`src/rtl/voice_mixer.sv`:
```
// voice_mixer: gathers one sample from each of three voices per frame.
// Late voices are dropped after a timeout and reuse their last held sample.
// The voices are summed one per cycle into an 18-bit accumulator, which
// cannot overflow with three 16-bit inputs. The sum is then attenuated,
// clamped to 16 bits and emitted with a one-cycle valid pulse.
module voice_mixer #(
  parameter int TIMEOUT = 8,
  parameter int TW      = 4
) (
  input  logic        clk,
  input  logic        reset,
  input  logic [15:0] sample_in_0,
  input  logic [15:0] sample_in_1,
  input  logic [15:0] sample_in_2,
  input  logic        sample_valid_0,
  input  logic        sample_valid_1,
  input  logic        sample_valid_2,
  input  logic [2:0]  voice_mute,
  input  logic [1:0]  master_shift,
  output logic [15:0] mixed_sample,
  output logic        mixed_valid,
  output logic        busy,
  output logic        overrun,
  output logic        timeout_seen
);

  typedef enum logic [2:0] {IDLE, COLLECT, SUM0, SUM1, SUM2, OUT} state_t;

  state_t             state_reg, state_next;
  logic [TW-1:0]      wait_cnt_reg;
  logic [2:0]         valid_vec, arrived_vec, pending_vec, overrun_hit;
  logic [15:0]        sample_vec [3];
  logic [15:0]        work_vec [3];
  logic               snapshot, timeout_hit;
  logic [2:0]         mute_reg;
  logic [1:0]         shift_reg;
  logic signed [17:0] acc_reg, addend, shifted;
  logic [15:0]        clamped;
  logic [15:0]        mixed_sample_reg;
  logic               mixed_valid_reg, overrun_reg, timeout_seen_reg;

  assign valid_vec     = {sample_valid_2, sample_valid_1, sample_valid_0};
  assign sample_vec[0] = sample_in_0;
  assign sample_vec[1] = sample_in_1;
  assign sample_vec[2] = sample_in_2;
  assign pending_vec   = arrived_vec | valid_vec;

  genvar gi;
  generate
    for (gi = 0; gi < 3; gi++) begin : gen_voice
      logic [15:0] hold_reg, work_reg;
      logic        arrived_reg;

      // Per-voice capture into hold; copy to work when a frame is snapshotted
      always_ff @(posedge clk) begin
        if (reset) begin
          hold_reg    <= '0;
          work_reg    <= '0;
          arrived_reg <= 1'b0;
        end else begin
          if (valid_vec[gi])
            hold_reg <= sample_vec[gi];
          if (snapshot) begin
            // A same-cycle valid belongs to the frame being snapshotted
            work_reg    <= valid_vec[gi] ? sample_vec[gi] : hold_reg;
            arrived_reg <= 1'b0;
          end else if (valid_vec[gi]) begin
            arrived_reg <= 1'b1;
          end
        end
      end

      assign arrived_vec[gi] = arrived_reg;
      assign work_vec[gi]    = work_reg;
      assign overrun_hit[gi] = valid_vec[gi] & arrived_reg & ~snapshot;
    end
  endgenerate

  // Next-state logic, snapshot strobe and timeout detection
  always_comb begin
    state_next  = state_reg;
    snapshot    = 1'b0;
    timeout_hit = 1'b0;
    case (state_reg)
      IDLE: begin
        if (pending_vec == 3'b111) begin
          state_next = SUM0;
          snapshot   = 1'b1;
        end else if (|pending_vec) begin
          state_next = COLLECT;
        end
      end
      COLLECT: begin
        if (pending_vec == 3'b111) begin
          state_next = SUM0;
          snapshot   = 1'b1;
        end else if (wait_cnt_reg == TW'(TIMEOUT - 1)) begin
          state_next  = SUM0;
          snapshot    = 1'b1;
          timeout_hit = 1'b1;
        end
      end
      SUM0:    state_next = SUM1;
      SUM1:    state_next = SUM2;
      SUM2:    state_next = OUT;
      OUT:     state_next = (|arrived_vec) ? COLLECT : IDLE;
      default: state_next = IDLE;
    endcase
  end

  // Select the sign-extended voice for this summing cycle, zero when muted
  always_comb begin
    addend = '0;
    case (state_reg)
      SUM0: if (!mute_reg[0]) addend = {{2{work_vec[0][15]}}, work_vec[0]};
      SUM1: if (!mute_reg[1]) addend = {{2{work_vec[1][15]}}, work_vec[1]};
      SUM2: if (!mute_reg[2]) addend = {{2{work_vec[2][15]}}, work_vec[2]};
      default: addend = '0;
    endcase
  end

  // Attenuate and clamp the finished sum to the signed 16-bit range
  always_comb begin
    shifted = acc_reg >>> shift_reg;
    if (shifted > 18'sd32767)
      clamped = 16'h7FFF;
    else if (shifted < -18'sd32768)
      clamped = 16'h8000;
    else
      clamped = shifted[15:0];
  end

  // State, accumulator, latched controls and output registers
  always_ff @(posedge clk) begin
    if (reset) begin
      state_reg        <= IDLE;
      wait_cnt_reg     <= '0;
      acc_reg          <= '0;
      mute_reg         <= '0;
      shift_reg        <= '0;
      mixed_sample_reg <= '0;
      mixed_valid_reg  <= 1'b0;
      overrun_reg      <= 1'b0;
      timeout_seen_reg <= 1'b0;
    end else begin
      state_reg       <= state_next;
      wait_cnt_reg    <= (state_reg == COLLECT) ? wait_cnt_reg + 1'b1 : '0;
      mixed_valid_reg <= (state_reg == OUT);
      if (snapshot) begin
        acc_reg   <= '0;
        mute_reg  <= voice_mute;
        shift_reg <= master_shift;
      end else if (state_reg == SUM0 || state_reg == SUM1 || state_reg == SUM2) begin
        acc_reg <= acc_reg + addend;
      end
      if (state_reg == OUT)
        mixed_sample_reg <= clamped;
      if (timeout_hit)
        timeout_seen_reg <= 1'b1;
      if (|overrun_hit)
        overrun_reg <= 1'b1;
    end
  end

  assign mixed_sample = mixed_sample_reg;
  assign mixed_valid  = mixed_valid_reg;
  assign overrun      = overrun_reg;
  assign timeout_seen = timeout_seen_reg;
  assign busy         = (state_reg == SUM0) || (state_reg == SUM1) ||
                        (state_reg == SUM2) || (state_reg == OUT);

endmodule

```
`config.mk`:
```
export PLATFORM = sky130hd
export DESIGN_NAME = voice_mixer
export DESIGN_NICKNAME = d
export VERILOG_FILES = /design/src/rtl/voice_mixer.sv
export SDC_FILE = /design/constraint.sdc
export NUM_CORES = 1
export LEC_CHECK = 0
export ABC_CLOCK_PERIOD_IN_PS = 3550
export CELL_PAD_IN_SITES_DETAIL_PLACEMENT = 1
export CELL_PAD_IN_SITES_GLOBAL_PLACEMENT = 1
export CORE_MARGIN = 5
export CORE_UTILIZATION = 39
export DETAILED_ROUTE_END_ITERATION = 8
export PLACE_DENSITY_LB_ADDON = 0.1
export SYNTH_ARGS = -nofsm -noshare
export SYNTH_HDL_FRONTEND = slang
export SYNTH_SLANG_ARGS = --single-unit
```
`constraint.sdc`:
```
create_clock -name clk -period 3.55 [get_ports clk]
set_input_delay 0.71 -clock clk [delete_from_list [all_inputs] [get_ports clk]]
set_output_delay 0.71 -clock clk [all_outputs]
set_load 0.005 [all_outputs]
```
# Word level (Yosys, flattened, before mapping)
# Cells that the tools add are included.
classes:
  addsub: 2
  n_eq_ne: 9
  bitwise: 9
  muxes: 21
  order_cmp: 2
  n_reduce_logical: 10
  n_shift: 1
op_table:
  columns: ["operator", "n"]
  rows:
  - ["2-to-1 mux 16 bit", 5]
  - ["2-to-1 mux 18 bit", 3]
  - ["case mux 18 bit (3 select lines)", 1]
  - ["adder 18 bit", 1]
  - ["> comparator 18 x 16 -> 1 bit (second input constant)", 1]
  - ["< comparator 18 x 16 -> 1 bit (second input constant)", 1]
  - ["case mux 3 bit (6 select lines)", 1]
  - [">>> shifter 18 x 2 -> 18 bit", 1]
  - ["2-to-1 mux 3 bit", 4]
  - ["== test 3 bit (second input constant)", 3]
  - ["OR reduction 3 bit", 3]
  - ["bitwise AND 1 bit", 6]
  - ["== test 3 x 2 -> 1 bit (second input constant)", 2]
  - ["2-to-1 mux 1 bit", 6]
  - ["inequality test 3 bit (second input constant)", 2]
  - ["adder 4 x 1 -> 4 bit (second input constant)", 1]
  - ["== test 4 x 3 -> 1 bit (second input constant)", 1]
  - ["OR reduction 2 bit", 2]
  - ["== test 3 x 1 -> 1 bit (second input constant)", 1]
  - ["logical NOT 3 bit", 1]
  - ["logical OR 1 bit", 3]
  - ["OR 3 bit", 1]
  - ["inverter 1 bit", 2]
  - ["case mux 1 bit (2 select lines)", 1]
  - ["AND reduction 2 bit", 1]
word_totals:
  regBits: 148
  elab_cells: 72
  out_inout_bits: 20
  in_bits: 58

# Longest topological paths before layout
depth:
  depth_word: 7
  depth_mapped: 15
  depth_no_buf: 14

# Worst setup path before layout
# Ideal clock, no wire load.
synth_path:
  kind: "flip-flop to flip-flop"
  startpoint: "register state_reg[2]"
  endpoint: "register acc_reg[16]"
  synth_period_minus_slack_ps: 3368
  path_buffers: 1
  t_required_ps: 3488
  setup_slack_ps: 182
  stages_incl_launch_ff: 16
  arrival_ps: 3305
  setup_time_ps: 62
  cell_sequence: "dfxtp_1 -> nand2b_1 -> nor3_1 -> clkbuf_1 -> a222oi_1 -> inv_1 -> ha_1 -> inv_1 -> fa_1 -> nand2b_1 -> a2111oi_4 -> a211oi_2 -> o22ai_2 -> a221oi_2 -> or4_1 -> nand3_1"
synth_via:
  elab_chain_len: 3
  elab_cells_between_ends: 11
  cone_classes: "1 x add/sub; 4 x eq/ne; 2 x mux; 4 x reduce/logical"
synth_lines:
  columns: ["element", "line_no", "text"]
  rows:
  - ["start, declared", "29", "state_t state_reg, state_next;"]
  - ["start signal, assigned", "146", "state_reg <= state_next;"]
  - ["== test 3 bit (tied with other cells)", "114, 153", null]
  - ["case mux 18 bit (3 select lines) (tied with other cells)", "114", "case (state_reg)"]
  - ["adder 18 bit (tied with other cells)", "154", "acc_reg <= acc_reg + addend;"]
  - ["end signal, assigned", "154", null]
  - ["end, declared", "37", "logic signed [17:0] acc_reg, addend, shifted;"]
# Parallel ways exist; a longest one is shown, timed or not.
# A chain may end at the register's enable or synchronous reset.

# Final worst setup path
# Same ends and word-level chain as after synthesis.

==> qor.csv <==
metric,value,unit
grt_first_pass_wirelength,29.7,mm
port_buffers,77,
layout-drive-gt1-share,9.51,%
critPathArrivalTime,3680,ps
yosysSeqAreaShare,45.6,%
die_width,139,microns
ant_nets,0,
clkTransAtPathRegs,70,ps
fill_cells,1873,
drc,0,
utilization,49.3,%
io_pins,78,
cts_sinks,148,
leakagePower,3.58,nW
cp_slowest_cell,ha_1,
num-nets-final,842,
avgViaCountPerCell,5.34,
grt.overflow.total,0,
post_dp_cell_area,7460,sq um
drt_wl_total,18.3,mm
gp_congestion,0.825,
p_int,0.00310,W
crit_family,compound AO/OA/AOI/OAI gates,
setup_violations,0,
crit_chain,nand2b_1 -> nor3_1 -> buf_4 -> buf_4 -> a222oi_1 -> inv_1 -> ha_1 -> nand3_1 -> a2111oi_4 -> a211oi_2 -> o22ai_2 -> a221oi_2 -> or4_1 -> nand3_1,
peakVddDrop,0.390,mV
startpoint,state_reg[2],
fp.dieH,139,microns
max_freq,302,MHz
hold_path.class,reg -> reg,
p_comb_share,13.5,%
maxSlewViolCount,0,
worstSetupStartpointType,flop,
start_util,39.5,%
switching_power,0.00124,W
ys_seq_elements,148,
hp-start,wait_cnt_reg[0],
num_rows,47,
max_cap_viol_count,0,
tightestPinTransition,1280,ps
cts_buffers,17,
dp_hpwl,13.6,mm
grt_pass1_vias,5514,
final_common_cell,dfxtp_1,
worstPathRequired,3920,ps
netSwitchingFraction,28.6,%
htreeDepth,4,
grtUsageTotal,19.2,%
avgSynthCellArea,9.41,sq um
drt-initial-drc-count,327,
cts_max_path_buffers,2,
cts_tree,done,
p_per_area,535,nW/um^2
grt_max_degree,75,
slowest_delay,440,ps
areaGrowthSynthToFinish,24.9,%
report.final.hold_viol_count,0,
fin_total_pwr,0.00434,W
syn_area,6500,sq um
seq_power_share,44.1,%
yosysWarnings,0,
skew,10.8,ps
status,finished clean,
syn-num-nets,767,
reg2reg_from,state_reg[2],
cp_max_fo,11,
clock_latency,440,ps
core-area,16500,sq um
fin_area,8110,sq um
final_cell_mix,"dfxtp_1, nor2_1, clkdlybuf4s50_1",
hold-worst-slack,485,ps
finalCriticalPeriod,3320,ps
path_buf_inv,3,
dieArea,19300,sq um
avgRoutedWirePerCell,18.4,microns
cp-end-kind,flop,
antenna_found_initial,0,
antenna_cells,0,
num_vias,5327,
dr.pass1.iters,7,
ys_types,51,
fin_crit_sh,93.4,%
clockPowerShare,42.4,%
max_slew_margin,14.7,%
postCtsHoldBufs,0,
ctsRootBufferMaster,clkbuf_16,
path_class,reg -> reg,
synthCells,690,
kinds of logic after synthesis:
family                     count (synthesis)  synth area share (%)
adders and majority gates                 19                  3.78
muxes                                     70                  10.8
AOI/OAI and AO/OA                        151                  18.8
xor gates and xnor gates                  13                  1.75
and+or+nand+nor                          218                  14.4
DFF                                      148                  45.6
buffers and inverters                     71                  4.87
stage by stage:
| step | std cells | setup WS (ps) | TNS [ps] |
|---|---|---|---|
| 2_1_floorplan | 690 | 182 | 0 |
| 3_3_place_gp | 960 | 358 | 0 |
| 3_5_place_dp | 960 | 260 | 0 |
| 4_1_cts | 992 | 223 | 0 |
| 5_1_grt | 998 | -19.5 | -35.0 |
| 6_report | 998 | 234 | 0 |
repair_timing:
| action | 4_1_cts | 5_1_grt |
|---|---|---|
| endpoints found under the setup margin | 0 | 2 |
| setup buffers | 0 | 6 |
| gates resized for setup | 0 | 1 |
metal layers:
metal	track usage [%]	vias to the layer above	share of wire [%]
met3	4.83	19	3.1
met4	5.46	0	1.3
met2	31.6	75	48
met5	0	-	0
li1	-	2617	-
met1	25.1	2616	48
Yosys cell counts, drive strengths merged:
master   number  area, sq um
dfxtp       148         2960
nor2        142          546
mux2i        70          701
o22a         48          420
nand2        30          113
a21oi        29          145
buf          25          144
inv          25         93.8
clkbuf       21         78.8
ha           18          225
a222oi       17          170
o31a         14          123
o21ai        12         67.6
nor3         11         66.3
nand3        10         50.1
xnor2         9         78.8
a21o          6         45.0
a211oi        5         42.5
and3          5         31.3
nand2b        5         31.3
xor2          4         35.0
a2111oi       3         63.8
and2          3         18.8
nand4         3         18.8
o21a          3         22.5
o31ai         3         22.5
a31oi         2         12.5
nand3b        2         15.0
nor2b         2         12.5
o41ai         2         17.5
or2           2         12.5
or3           2         12.5
a211o         1         8.76
a221oi        1         15.0
a41oi         1         8.76
fa            1         20.0
o2111ai       1         8.76
o21bai        1         7.51
o22ai         1         12.5
o32ai         1         8.76
or4           1         7.51
final cells by class:
cell class                 count  area (sq um)  area share [%]
multi-input combinational    471          3220            39.7
sequential                   148          2960            36.5
timing repair buffer         102           953            11.8
clock buffer                  17           425            5.24
tap                          220           275            3.39
clock inverter                15           179            2.21
inverter                      25          93.8            1.16
power groups by stage:
stage          clock [W]  sequential (W)  combinational [W]
2_1_floorplan          0         0.00190           0.000390
3_3_place_gp           0         0.00195           0.000559
3_5_place_dp           0         0.00195           0.000577
4_1_cts          0.00188         0.00191           0.000582
5_1_grt          0.00196         0.00193           0.000647
6_report         0.00184         0.00191           0.000588
worst reg2reg max path, delay by kind of cell, from the launching register on:
kind	cells	cell delay [ps]
DFF	1	400
AOI/OAI and AO/OA	5	1100
buffers and inverters	3	410
adders and majority gates	1	440
and+or+nand+nor	5	920
worst paths after layout:
path,cells after the start,end,slack (ps)
min,1,wait_cnt_reg[0],480
max,14,acc_reg[16],230
min reg2reg,1,wait_cnt_reg[0],480
max reg2reg,14,acc_reg[16],230
(Power assumes the default switching activity.)
